--- src/rtl/llc_lookup_ctrl_pkg.sv ---
// Shared LLC lookup types and constants: tag/set/way widths, FSM state enum,
// and the eviction-pointer wrap helper.
package llc_lookup_ctrl_pkg;

  localparam int LLC_TAG_BITS = 16;
  localparam int LLC_SET_BITS = 8;
  localparam int LLC_WAYS     = 8;
  localparam int LLC_WAY_BITS = $clog2(LLC_WAYS);

  typedef logic [LLC_TAG_BITS-1:0] llc_tag_t;
  typedef logic [LLC_SET_BITS-1:0] llc_set_t;
  typedef logic [LLC_WAY_BITS-1:0] llc_way_t;

  typedef enum logic [2:0] {
    IDLE,
    READ,
    WAIT,
    LOOK,
    RESP
  } llc_lookup_ctrl_state_t;

  // Next eviction way, wrapping LLC_WAYS-1 back to 0 (correct even if LLC_WAYS
  // is not a power of two).
  function automatic llc_way_t llc_next_way(input llc_way_t w);
    return (w == llc_way_t'(LLC_WAYS - 1)) ? '0 : w + llc_way_t'(1);
  endfunction

endpackage

--- src/rtl/llc_lookup_ctrl_arbiter.sv ---
// Round-robin arbiter over N_REQ requesters. The search starts at the
// requester after the last winner; the start pointer only moves on advance_i,
// so an unaccepted grant does not rotate priority. Requester 0 is highest
// priority out of reset.
module llc_rr_arbiter #(
  parameter  int N_REQ = 2,
  localparam int IDX_W = (N_REQ > 1) ? $clog2(N_REQ) : 1
) (
  input  logic             clk,
  input  logic             rst,
  input  logic [N_REQ-1:0] req_i,
  input  logic             advance_i,
  output logic [N_REQ-1:0] grant_o,
  output logic [IDX_W-1:0] grant_idx_o,
  output logic             any_o
);

  logic [IDX_W-1:0] start_q, start_d;

  // Pick the first valid requester at or after start_q; scanning from the far
  // end lets the nearest match overwrite any later one without a break.
  always_comb begin : p_pick
    int idx;
    grant_o     = '0;
    grant_idx_o = '0;
    any_o       = 1'b0;
    idx         = 0;
    for (int off = N_REQ - 1; off >= 0; off--) begin
      idx = (int'(start_q) + off) % N_REQ;
      if (req_i[IDX_W'(idx)]) begin
        grant_o                 = '0;
        grant_o[IDX_W'(idx)]    = 1'b1;
        grant_idx_o             = IDX_W'(idx);
        any_o                   = 1'b1;
      end
    end
  end

  // Next search start is one past the accepted winner.
  always_comb begin
    start_d = start_q;
    if (advance_i && any_o) begin
      start_d = (grant_idx_o == IDX_W'(N_REQ - 1)) ? '0 : grant_idx_o + IDX_W'(1);
    end
  end

  // Search-start pointer register.
  always_ff @(posedge clk or posedge rst) begin
    if (rst) start_q <= '0;
    else     start_q <= start_d;
  end

endmodule

--- src/rtl/llc_lookup_ctrl.sv ---
// LLC way-lookup arbiter/sequencer. Grants one requester, reads the set's
// tag/state RAM, strobes the way-lookup block, returns way/evict on a
// valid/ready port and owns the round-robin eviction pointer.
// Optional feature macro: LLC_LOOKUP_STATS_EN adds stat_lookups/stat_evicts.
module llc_lookup_ctrl
  import llc_lookup_ctrl_pkg::*;
#(
  parameter  int N_REQ  = 2,
  parameter  int RD_LAT = 1,
  localparam int SRC_W  = (N_REQ > 1) ? $clog2(N_REQ) : 1
) (
  input  logic             clk,
  input  logic             rst,
  input  logic [N_REQ-1:0] req_valid,
  output logic [N_REQ-1:0] req_ready,
  input  llc_tag_t         req_tag [N_REQ],
  input  llc_set_t         req_set [N_REQ],
  output logic             rd_en,
  output llc_set_t         rd_set,
  output logic             lookup_en,
  output llc_tag_t         lookup_tag,
  output llc_way_t         evict_way_buf,
  input  llc_way_t         lk_way,
  input  logic             lk_evict,
  output logic             resp_valid,
  input  logic             resp_ready,
  output logic [SRC_W-1:0] resp_src,
  output llc_set_t         resp_set,
  output llc_way_t         resp_way,
`ifdef LLC_LOOKUP_STATS_EN
  output logic [31:0]      stat_lookups,
  output logic [31:0]      stat_evicts,
`endif
  output logic             resp_evict
);

  localparam int CNT_W = 3;

  llc_lookup_ctrl_state_t state_q, state_d;
  logic [CNT_W-1:0]       cnt_q, cnt_d;
  llc_tag_t               tag_q, tag_d;
  llc_set_t               set_q, set_d;
  logic [SRC_W-1:0]       src_q, src_d;
  llc_way_t               evict_q, evict_d;

  logic [N_REQ-1:0]       arb_grant;
  logic [SRC_W-1:0]       arb_idx;
  logic                   arb_any;
  logic                   arb_advance;
  logic                   resp_hs;

  // Only IDLE accepts requests, so priority rotates only on a real grant.
  assign arb_advance = (state_q == IDLE) && arb_any;
  assign resp_hs     = (state_q == RESP) && resp_ready;

  llc_rr_arbiter #(.N_REQ(N_REQ)) u_arb (
    .clk         (clk),
    .rst         (rst),
    .req_i       (req_valid),
    .advance_i   (arb_advance),
    .grant_o     (arb_grant),
    .grant_idx_o (arb_idx),
    .any_o       (arb_any)
  );

  // Latched request fields drive the RAM address, lookup tag and response
  // metadata directly, so they hold from grant until the response handshake.
  assign rd_set        = set_q;
  assign lookup_tag    = tag_q;
  assign resp_src      = src_q;
  assign resp_set      = set_q;
  assign evict_way_buf = evict_q;

  // Next-state and strobe/output decode for the lookup sequence.
  always_comb begin
    state_d    = state_q;
    cnt_d      = cnt_q;
    tag_d      = tag_q;
    set_d      = set_q;
    src_d      = src_q;
    evict_d    = evict_q;
    req_ready  = '0;
    rd_en      = 1'b0;
    lookup_en  = 1'b0;
    resp_valid = 1'b0;
    resp_way   = '0;
    resp_evict = 1'b0;
    case (state_q)
      IDLE: begin
        if (arb_any) begin
          req_ready = arb_grant;
          tag_d     = req_tag[arb_idx];
          set_d     = req_set[arb_idx];
          src_d     = arb_idx;
          state_d   = READ;
        end
      end
      READ: begin
        rd_en = 1'b1;
        if (RD_LAT <= 1) begin
          state_d = LOOK;
        end else begin
          cnt_d   = CNT_W'(RD_LAT - 1);
          state_d = WAIT;
        end
      end
      WAIT: begin
        // Leave when the decremented count reaches zero.
        if (cnt_q <= CNT_W'(1)) begin
          cnt_d   = '0;
          state_d = LOOK;
        end else begin
          cnt_d = cnt_q - CNT_W'(1);
        end
      end
      LOOK: begin
        lookup_en = 1'b1;
        state_d   = RESP;
      end
      RESP: begin
        // Way-lookup result is registered on its side and held, so pass it live.
        resp_valid = 1'b1;
        resp_way   = lk_way;
        resp_evict = lk_evict;
        if (resp_ready) begin
          state_d = IDLE;
          if (lk_evict) evict_d = llc_next_way(evict_q);
        end
      end
      default: state_d = IDLE;
    endcase
  end

  // Sequencer state, latched request and eviction pointer.
  always_ff @(posedge clk or posedge rst) begin
    if (rst) begin
      state_q <= IDLE;
      cnt_q   <= '0;
      tag_q   <= '0;
      set_q   <= '0;
      src_q   <= '0;
      evict_q <= '0;
    end else begin
      state_q <= state_d;
      cnt_q   <= cnt_d;
      tag_q   <= tag_d;
      set_q   <= set_d;
      src_q   <= src_d;
      evict_q <= evict_d;
    end
  end

`ifdef LLC_LOOKUP_STATS_EN
  logic [31:0] stat_lookups_q, stat_evicts_q;

  assign stat_lookups = stat_lookups_q;
  assign stat_evicts  = stat_evicts_q;

  // Saturating lookup/evict counters, stepped on each response handshake.
  always_ff @(posedge clk or posedge rst) begin
    if (rst) begin
      stat_lookups_q <= '0;
      stat_evicts_q  <= '0;
    end else if (resp_hs) begin
      if (stat_lookups_q != '1) stat_lookups_q <= stat_lookups_q + 32'd1;
      if (lk_evict && (stat_evicts_q != '1)) stat_evicts_q <= stat_evicts_q + 32'd1;
    end
  end
`else
  logic unused_hs;
  assign unused_hs = resp_hs;
`endif

endmodule
--- config.mk ---
export PLATFORM = sky130hd
export DESIGN_NAME = llc_lookup_ctrl
export DESIGN_NICKNAME = d
export VERILOG_FILES = /design/src/rtl/llc_lookup_ctrl_pkg.sv /design/src/rtl/llc_lookup_ctrl_arbiter.sv /design/src/rtl/llc_lookup_ctrl.sv
export SDC_FILE = /design/constraint.sdc
export NUM_CORES = 1
export LEC_CHECK = 0
export BUFFER_PORTS_ARGS = -buffer_cell sky130_fd_sc_hd__buf_2
export CELL_PAD_IN_SITES_DETAIL_PLACEMENT = 1
export CELL_PAD_IN_SITES_GLOBAL_PLACEMENT = 1
export CORE_MARGIN = 4
export CORE_UTILIZATION = 34
export DETAILED_ROUTE_END_ITERATION = 7
export GPL_TIMING_DRIVEN = 0
export PLACE_DENSITY_LB_ADDON = 0.1
export SLEW_MARGIN = 20
export SYNTH_ARGS = -nofsm -noshare
export SYNTH_HDL_FRONTEND = slang
export SYNTH_SLANG_ARGS = --single-unit
--- constraint.sdc ---
create_clock -name clk -period 3.5 [get_ports clk]
set_input_delay 0.175 -clock clk [delete_from_list [all_inputs] [get_ports clk]]
set_output_delay 0.175 -clock clk [all_outputs]
set_load 0.02 [all_outputs]
== Yosys cells after proc, flatten, opt, wreduce, memory -nomap -nowiden ==
Cells that the tools add are included.
Storage, ports and cells
  output and inout bits: 45
  logic and storage cells: 68
  register bits after elaboration: 35
  memory bits (writable): 0
  bits in latches: 0
  memories kept: 0
  ROM bits: 0
Cells by class
  eq/ne operators: 8
  reduce and logical (&&, ||, !) cells: 8
  divide/modulo/power cells: 0
  add/subtract/negate cells: 4
  multiply operators: 0
  multiplexer cells: 34
  order comparisons: 6
  bitwise logic cells: 1
  shifts and indexed selects: 0
Operators by type and width (number)
  two-way mux 16 bit: 3
  two-way mux 8 bit: 3
  two-way mux 3 bit: 6
  two-way mux 1 bit: 15
  one-hot mux 3 bit (5 select lines): 1
  two-way mux 2 bit: 4
  == test 3 x 2 -> 1 bit, second input constant: 2
  == test 3 bit, second input constant: 2
  less-than comparator 1 x 3 -> 1 bit, second input constant: 2
  != test 2 bit, second input constant: 3
  AND reduction 3 bit: 2
  logical AND 1 bit: 4
  adder 3 x 1 -> 3 bit, second input constant: 1
  == test 3 x 1 -> 1 bit, second input constant: 1
  less-or-equal comparator 3 x 1 -> 1 bit, second input constant: 1
  logical NOT 3 bit: 1
  subtractor 3 x 1 -> 3 bit, second input constant: 1
  adder 1 bit, second input constant: 2
  demux 1 bit (select 1 bit): 2
  >= comparator 1 bit, second input constant: 2
  >= comparator 2 bit, second input constant: 1
  inverter 1 -> 2 bit: 1
  AND reduction 2 bit: 1

== Depth between registers and ports, before layout ==
Gate-level depths: netlist of the first run.
  word-level depth: 10
  gate-level depth with buffers: 5
  depth with buffers taken out: 5

== Cells and area by module ==
Synthesis of the first run repeated with hierarchy kept, for this count alone.
Unflattened totals
  cells, all modules: 172
  area total of the unflattened synthesis: 1835.5 um2
Modules (own cells, without submodules)
  llc_lookup_ctrl: seq. area each 850.8 um2, area each 1761.7 um2, times used 1, cells each 163
  llc_rr_arbiter: seq. area each 25.0 um2, area each 73.8 um2, times used 1, cells each 9

== Worst setup path after synthesis of the first run ==
OpenSTA, ideal clock, no wires.
  kind: register to output
  from: reg state_q[2]
  to: out req_ready[0]
  path slack: 1.931 ns
  data required time: 3.325 ns
  arrival: 1.394 ns
  stages on the path, launching flop included: 4
  path through: dfrtp_1 > nor4b_4 > buf_2 > nor2b_1
On the way
  cells in the longest elaborated chain, start to end: 2
RTL lines
  start, declared: RTL line llc_lookup_ctrl.sv:39  | llc_lookup_ctrl_state_t state_q, state_d;
  start signal, assigned: RTL line llc_lookup_ctrl.sv:144  | state_q <= state_d;
  logical NOT 3 bit: RTL line llc_lookup_ctrl.sv:88  | case (state_q)
  two-way mux 2 bit: RTL line llc_lookup_ctrl.sv:88
  end, declared: RTL line llc_lookup_ctrl.sv:15  | output logic [N_REQ-1:0] req_ready,
Every way passes these cells.

== Worst setup path after layout of the first run ==
  from: reg state_q[1]
  to: out req_ready[0]
Same word-level chain as after synthesis.

==> run metrics, run 1 <==
Total GRT Usage=between 10% and 20%; Inserted Clock Buffers=5; yosys warns=0; via count=1,581; Port Buffers=between 90 and 100; Power Total=roughly 2.2 mW; grt ovf=0; 1st-pass router iterations=3; Leakage=about 1.3 nW; TritonCTS clock tree=built; vias in the first global route=between 1,500 and 2,000; wirelength, routed=4720 µm; GP Congestion=0.679; Async SR Flop Fraction=100%; Slew headroom=around half; core area=5110 µm²; sequential-to-total area share from yosys stat=about half; Tightest Pin Transition=just over 700 ps; Syn Inst Count=between 150 and 200; EDFF count, synth=0; Final Max Tran Viols=0; critical path arrival=~1800 ps; Setup crit end kind=primary output; FF-to-FF setup slack=just under 2000 ps; fin area=~2500 µm²; clock latency on the worst-skew pair=280 ps; # H-tree levels=2; top cell type's share of synthesized area=approximately half; antenna violations before repair=0; Synth Net Count=229; Hold Violations, Final=0; crit path time final=around 2000 ps; HP Class=in2async; FP Rows=26; Pwr Density=around 880 nW/µm²; Synth area leader=dfrtp_1; Worst Path Max Fanout=10; Final ANT Viol Nets=0; clock buffer depth=2; area delta synth->final=37.2%; crit share post-route=between 50% and 60%; placed insts=approximately 340; largest net degree at the start of global routing=36; DRC=0; Layout Nets=roughly 340; antenna cells=0; Via density=between 4 and 5; Placed Area=between 2000 and 2500 µm²; number of synthesized register bits=35; DR WL/cell=around 14 µm; starting density of the core=around a third; unrepaired setup endpoints after global routing=no; # resized after CTS=0; Req. time, crit path=between 3000 and 4000 ps; die area=about 6500 µm²; worst reg2reg path depth=3; CTS sink cnt=35; clock skew=5.86 ps; CP Class=reg2out; Setup Fix Bufs, Post-CTS=0; RR Endpoint=evict_way_buf[1]; I/O pins=just over 100; Die Width=a little over 80 µm; Root Buffer=clkbuf_8; count of cell types in the netlist=29; Initial DRC Count=65; setup TNS=0 ps; die height=80.5 µm; Setup crit start kind=flip-flop; global-route wire length before repair=7570 µm; CTS Hold Bufs=0; Fmax achieved=514 MHz; commonest cells after routing, fill and taps aside=107 x buf_2, 35 x dfrtp_1, 26 x nor2_1, 26 x a21oi_1, 24 x mux2i_1; layout cells sized above 1=46.9%; Setup Viol. Count Final=0; status=finished clean; predominant post-synthesis flop cell=dfrtp_1; Final Instance Count excl. Fillers=345; top post-synthesis cells by area=dfrtp_1 49%, mux2i_1 13%, a21oi_1 7.3%; Detailed Place HPWL=3760 µm; most common cell after layout, fill and taps aside=buf_2; Worst-path clk slew=70 ps; largest vdd supply drop=roughly 300 µV; MaxCap Viol Count=0; Mapped Area=approximately 1800 µm²; Reg-to-Reg Start=state_q[2]; Synth Area per Inst=approximately 11 µm²
routing by layer:
layer  share of wire (%)  global-route usage (%)
met4                0.97                    3.55
met3                  10                    5.72
met1                  40                    18.0
met2                  49                    25.5
met5                   0                       0
layout make-up:
type	count	area, µm²
clock buffer	7	76.3
inverter	4	15.0
fill	624	2660
buffer	17	108
sequential	35	876
clock inverter	1	5.00
multi-input combinational	112	790
timing repair buffer	99	495
tap	70	87.6
sequential cells by signal, indices dropped and copies added, names as in the netlist:
signal / count
rd_set: 8
state_q: 3
lookup_tag: 16
resp_src: 1
evict_way_buf: 3
cnt_q: 3
u_arb.start_q: 1
where the power goes:
group / total (mW) / switching (mW) / internal (mW)
Clock: 0.276 / 0.137 / 0.140
Sequential: 0.718 / 0.133 / 0.585
Combinational: 1.18 / 0.696 / 0.479
Total: 2.17 / 0.966 / 1.20
critical path, stage by stage, from the launching register on:
cell     delay [ps]
dfrtp_1         480
nor4b_4         390
buf_2           310
nor2b_1         150
buf_2           170
stage by stage:
stage	setup slack, ps	utilization, %	hold slack, ps
CTS	1500	48.0	42.5
detailed placement	1830	46.4	350
floorplan	1930	-	329
global placement	1830	46.4	448
global route	1350	48.0	82.1
finish	1550	48.0	14.4
logic make-up (layout without fill, tap and decap cells):
| logic type | Yosys count | count (layout) | share of synthesized area [%] |
|---|---|---|---|
| AO/OA/AOI/OAI | 32 | 32 | 9.73 |
| XOR/XNOR | 1 | 1 | 0.490 |
| adder cells (fa/ha/maj) | 4 | 4 | 2.80 |
| buffers and inverters | 21 | 128 | 6.86 |
| flip-flops | 35 | 35 | 49.0 |
| multiplexers | 29 | 29 | 16.8 |
| other | 1 | 1 | 0.210 |
| AND/OR/NAND/NOR | 45 | 45 | 14.1 |
how the worst max path moves through the flow:
stage / from / slack (ps) / endpoint / cells past startpoint
finish: state_q[1] / 1550 / req_ready[0] / 4
detailed placement: state_q[2] / 1830 / req_ready[0] / 4
global route: state_q[1] / 1350 / req_ready[0] / 4
floorplan: state_q[2] / 1930 / req_ready[0] / 3
global placement: state_q[1] / 1830 / req_ready[0] / 4
CTS: state_q[1] / 1500 / req_ready[0] / 4
synthesized netlist by cell type (2+ instances only):
cell	instances
buf_4	9
mux2_1	4
buf_2	8
ha_1	4
nor2_1	26
mux2i_1	24
nor2b_1	3
nand2_1	2
and2_1	4
dfrtp_1	35
nor3b_1	2
a21oi_1	26
inv_1	4
o21ai_0	2
Note: power is estimated with default switching activity, not from simulation.
==> run 2, diff against run 1 <==
ABC_AREA = 1   (was default)
CORE_UTILIZATION = 27   (was 34)
clock period = 1.6 ns   (was 3.5 ns; I/O delays follow)
==> run 2 against run 1 <==
Clock skew decreased by 0.80 ps. Clock power increased by 140%. Die area increased by 33%. Register-to-register slack got worse by 1800 ps. Sequential share of layout area decreased by 3.7 points. Synthesized cell count increased by 62%. Critical endpoint unchanged. Largest cell class unchanged. Highest routed layer unchanged.
==> run metrics, run 2 <==
status=finished clean; sequential-to-total area share from yosys stat=between 40 and 50%; antenna cells=0; FF-to-FF setup slack=about 200 ps; EDFF count, synth=0; CP startpoint=state_q[1]; Mapped Area=about 1900 µm²; Worst Setup EP=req_ready[0]; die height=between 90 and 100 µm; most common cell after layout, fill and taps aside=nand2_1; I/O pins=a little over 100; largest net degree at the start of global routing=32; CP Class=reg2out; Async SR Flop Fraction=100%; clock skew=between 5 and 6 ps; DR WL/cell=approximately 13 µm; top cell type's share of synthesized area=a little under half; MaxCap Viol Count=0; largest family of logic cells by synthesized area=simple AND/OR/NAND/NOR gates; RR Endpoint=rd_set[0]; XOR/XNOR Fraction of Synth Area=0.452%; DRC=0; top post-synthesis cells by area=dfrtp_1 45%, nand2_1 28%, nand3_1 7.0%; Final ANT Viol Nets=0; worst reg2reg path depth=7; count of cell types in the netlist=17; Setup Viol. Count Final=0; predominant post-synthesis flop cell=dfrtp_1; largest vdd supply drop=between 400 and 500 µV; Setup crit end kind=primary output; Pwr Density=between 1500 and 2000 nW/µm²; wirelength, routed=6130 µm; layout cells sized above 1=37.3%; clock buffer depth=2; clock share of power=14.0%; Reg-to-Reg Start=state_q[1]; Port Buffers=98; fin area=roughly 2700 µm²; Simple-Gate Fraction of Synth Area=38.6%; CTS sink cnt=35; FP Rows=30; TritonCTS clock tree=built; most numerous cell in the Yosys netlist=nand2_1; number of synthesized register bits=35; commonest cells after routing, fill and taps aside=143 x nand2_1, 105 x buf_2, 33 x dfrtp_1; post-synthesis compound-gate area fraction=1.68%; Die Width=approximately 90 µm; Hold WS=around 75 ps; HP Class=in2reg; Comb power frac=around 54%; Req. time, crit path=about 1500 ps; crit path time final=~1500 ps; clock latency on the worst-skew pair=between 200 and 300 ps; Int Power=about 2.5 mW; Adder-Cell Fraction of Synth Area=under 10%; Layout Nets=between 400 and 500; global-route wire length before repair=~10000 µm; # H-tree levels=2; Syn Inst Count=272; die area=8600 µm²; setup TNS=0 ps; Synth area leader=dfrtp_1; grt ovf=0; Detailed Place HPWL=about 4600 µm; Initial DRC Count=55; crit share post-route=between 90% and 100%; Net Sw Frac=a little under half; mux cell area share after synthesis=0%; starting density of the core=between 20 and 30%; Synth Net Count=333; most common library cells after synthesis=144 x nand2_1, 35 x dfrtp_1, 27 x nand3_1; 1st-pass router iterations=4; critical path arrival=1470 ps; Final Max Tran Viols=0; core area=just under 7000 µm²; Psw=around 2.1 mW; Inserted Clock Buffers=5; area delta synth->final=41.4%; Synth Area per Inst=approximately 7.1 µm²; vias in the first global route=about 2,000; Total GRT Usage=about 14%; max reg flops=16; Placed Area=roughly 2600 µm²; Leakage=roughly 1.7 nW; yosys warns=0; Setup crit start kind=flip-flop; Fmax achieved=647 MHz; Hold Violations, Final=0; Root Buffer=clkbuf_8; Via density=4.26; Worst-path clk slew=70 ps; Worst Path Max Fanout=10; via count=2,051; GP Congestion=about 0.73; share of power burned in registers=31.9%; antenna violations before repair=0
run 2: cell count changes in the layout (fill, tap and decap cells not counted), sizes merged, moves of 12 or more:
| cell | change |
|---|---|
| a21oi | -26 |
| buf | +12 |
| mux2i | -24 |
| nand2 | +141 |
| nand3 | +28 |
| nor2 | -14 |
| inv | +13 |
run 2: cell families after synthesis:
family          Yosys count
simple gates            186
buf+inv                  39
flops                    35
compound gates            6
fa+ha+maj                 4
xor+xnor                  1
other cells               1
run 2: routing by layer:
| layer | track usage [%] | part of all wire [%] | up-vias |
|---|---|---|---|
| met5 | 0 | 0 | - |
| met4 | 4.03 | 1.2 | 0 |
| met3 | 3.82 | 7.3 | 6 |
| met2 | 23.5 | 48 | 60 |
| met1 | 18.0 | 43 | 940 |
| li1 | - | - | 1045 |
run 2: how the worst min path moves through the flow:
stage | start | to | slack, ps | depth (start not counted)
2_1_floorplan | rst | cnt_q[0] | 230 | 1
3_3_place_gp | req_tag[21] | lookup_tag[5] | 370 | 5
3_5_place_dp | rst | evict_way_buf[0] | -30 | 2
4_1_cts | req_tag[21] | lookup_tag[5] | 70 | 5
5_1_grt | req_tag[16] | lookup_tag[0] | 90 | 5
6_report | req_tag[21] | lookup_tag[5] | 80 | 5
run 2: critical path, stage by stage (launching register included):
cell     delay, ps
dfrtp_2        440
nor2_4         140
nand3_2        100
buf_6          150
buf_6          140
nor2_4          80
buf_6          120
run 2: final cells by class:
type,instances,area [µm²]
buffer,22,156
clock buffer,6,82.6
clock inverter,1,5.00
fill,907,4130
inverter,17,63.8
multi-input combinational,198,856
sequential,35,878
tap,96,120
timing repair buffer,107,579
run 2: what timing repair did:
item,CTS,global route
buffers inserted,3,4
gates resized for setup,1,7
endpoints found under the setup margin,1,2
endpoints found under the hold margin,35,0
hold buffers,1,0
pin swaps,1,1
cloned,0,0
run 2: power groups by stage:
| stage | registers, mW | logic, mW | clock network, mW |
|---|---|---|---|
| after floorplan | 1.85 | 1.25 | 0 |
| after global placement | 1.50 | 2.40 | 0 |
| after detailed placement | 1.50 | 2.45 | 0 |
| after CTS | 1.50 | 2.51 | 0.681 |
| after global routing | 1.55 | 2.80 | 0.720 |
| final | 1.49 | 2.53 | 0.657 |
run 2: through the flow:
step                setup WS [ps]  std cells  total power [mW]  utilization (%)
floorplan                     200        272              3.11                -
global placement              137        466              3.90             37.1
detailed placement            256        467              3.95             37.4
CTS                          8.63        478              4.69             39.2
global route                -17.3        482              5.07             39.9
finish                       54.9        482              4.68             39.9
==> run 3, diff against run 2 <==
ABC_AREA = default   (was 1)
CORE_UTILIZATION = 29   (was 27)
CTS_BUF_LIST = sky130_fd_sc_hd__clkbuf_8 sky130_fd_sc_hd__clkbuf_16   (was default)
==> run 3 against run 2 <==
Critical path depth is 2 lower. Setup slack better by 28 ps. Via count is 22% lower. Total power is 4.4% higher. Utilization is 2.9 points higher. Maximum frequency is 1.9% higher. Combinational power is 6% higher. Largest cell class unchanged.
==> run metrics, run 3 (synthesis results as in run 1) <==
status=finished clean; Worst Path Max Fanout=6; crit path time final=1520 ps; CP startpoint=state_q[2]; RR Endpoint=cnt_q[2]; Final Max Tran Viols=0; FP Rows=28; antenna cells=0; largest net degree at the start of global routing=33; grt met1 use=between 15 and 20%; unrepaired setup endpoints after global routing=yes; layout cells sized above 1=50.0%; Die Width=slightly below 90 µm; Port Buffers=99; CP max-delay cell=dfrtp_2; via count=roughly 1,600; met2 Usage GRT=roughly 22%; starting density of the core=between 30% and 40%; grt ovf=0; clock latency on the worst-skew pair=between 200 and 300 ps; Largest stage delay, worst path=~460 ps; CTS sink cnt=35; die area=approximately 7500 µm²; Via density=4.48; clock buffer depth=2; GRT busiest layer=met2; area delta synth->final=42.6%; Reg-to-Reg Start=state_q[1]; Power Total=slightly below 5 mW; Req. time, crit path=approximately 1500 ps; commonest cells after routing, fill and taps aside=104 x buf_2, 32 x dfrtp_1, 26 x nor2_1, 26 x a21oi_1, 24 x mux2i_1; Final Instance Count excl. Fillers=between 300 and 400; Hold Path End=state_q[2]; Detailed Place HPWL=between 3000 and 4000 µm; clock skew=about 13 ps; Pwr Density=roughly 1900 nW/µm²; Inserted Clock Buffers=5; critical path arrival=roughly 1400 ps; antenna violations before repair=0; max reg flops=16; Leakage=around 1.3 nW; Hold Violations, Final=0; fill count=around 740; Setup Viol. Count Final=0; # H-tree levels=2; worst reg2reg path depth=4; crit share post-route=between 90 and 100%; CP Class=reg2out; Root Buffer=clkbuf_8; crit-path most repeated cell=buf_6; DR WL/cell=around 14 µm; TritonCTS clock tree=built; FF-to-FF setup slack=between 100 and 150 ps; wirelength, routed=4950 µm; DRC=0; Final ANT Viol Nets=0; largest vdd supply drop=~750 µV; core area=5960 µm²; Total GRT Usage=13.6%; HP Class=in2reg; hold wc startpoint=resp_ready; I/O pins=between 100 and 150; die height=around 87 µm; most common cell after layout, fill and taps aside=buf_2; routing usage on met3=about 4%; Fmax achieved=approximately 660 MHz; vias in the first global route=~1,600; Setup crit start kind=flip-flop; placed insts=343; Worst-path clk slew=70 ps; Cell Chain, Critical Path=nor4b_4 > buf_6 > nor2b_4 > buf_6; MaxCap Viol Count=0; worst hold path stage count=3; 1st-pass router iterations=3; global-route wire length before repair=around 8100 µm; Layout Nets=340; GP Congestion=0.735; Initial DRC Count=33; Setup crit end kind=primary output
run 3: cell count changes in the layout (fill, tap and decap cells not counted), sizes merged, moves of 4 or more:
cell / change
nor3b: +4
buf: -9
inv: -13
nand3: -28
and2: +4
a21oi: +26
mux2i: +24
nand2: -141
mux2: +5
nor2: +14
run 3: worst max-delay path by stage:
stage	to	slack [ps]
global route	cnt_q[2]	-3
global placement	req_ready[0]	7
floorplan	evict_way_buf[0]	60
finish	req_ready[0]	80
detailed placement	req_ready[0]	3
CTS	req_ready[0]	9
run 3: per-layer routing:
| metal | up-vias | routed length [µm] |
|---|---|---|
| li1 | 785 | - |
| met5 | - | 0 |
| met1 | 745 | 2000 |
| met2 | 54 | 2540 |
| met3 | 6 | 358 |
| met4 | 0 | 61 |
run 3: metrics by stage:
stage | utilization, % | hold slack [ps] | worst slack (ps) | area (µm²) | TNS (ps)
final | 42.8 | 76.7 | 83.4 | 2550 | 0
after global routing | 42.8 | 86.4 | -3.48 | 2550 | -3.48
after CTS | 42.4 | 68.8 | 9.32 | 2530 | 0
after detailed placement | 40.3 | -39.4 | 2.99 | 2400 | 0
after global placement | 39.9 | 359 | 6.67 | 2380 | 0
after floorplan | - | 234 | 57.3 | 1790 | 0
run 3: final cells by class:
class,instances,area (µm²),area share (%)
plain buffers,17,116,4.56
clock buffers,5,68.8,2.70
clock inverters,3,20.0,0.785
inverters,4,15.0,0.589
multi-input cells,112,802,31.5
flip-flops and latches,35,880,34.5
well taps,75,93.8,3.68
repair buffers,104,554,21.7
run 3: where the power goes:
group	switching (mW)	internal (mW)	leakage [nW]	total, mW
Combinational	1.56	1.12	0.899	2.68
Sequential	0.284	1.29	0.401	1.57
Clock	0.334	0.303	0.0402	0.637
run 3: what timing repair did:
action,in CTS,in global routing
endpoints found under the setup margin,1,11
buffers inserted,3,0
hold buffers,1,0
pin swaps,1,1
endpoints found under the hold margin,35,0
resized for setup,3,8
run 3: worst max-delay path: cells and delay by family (launching register included):
kind                   cells  cell delay, ps
buffers and inverters      2             260
flip-flops                 1             460
AND/OR/NAND/NOR            2             440
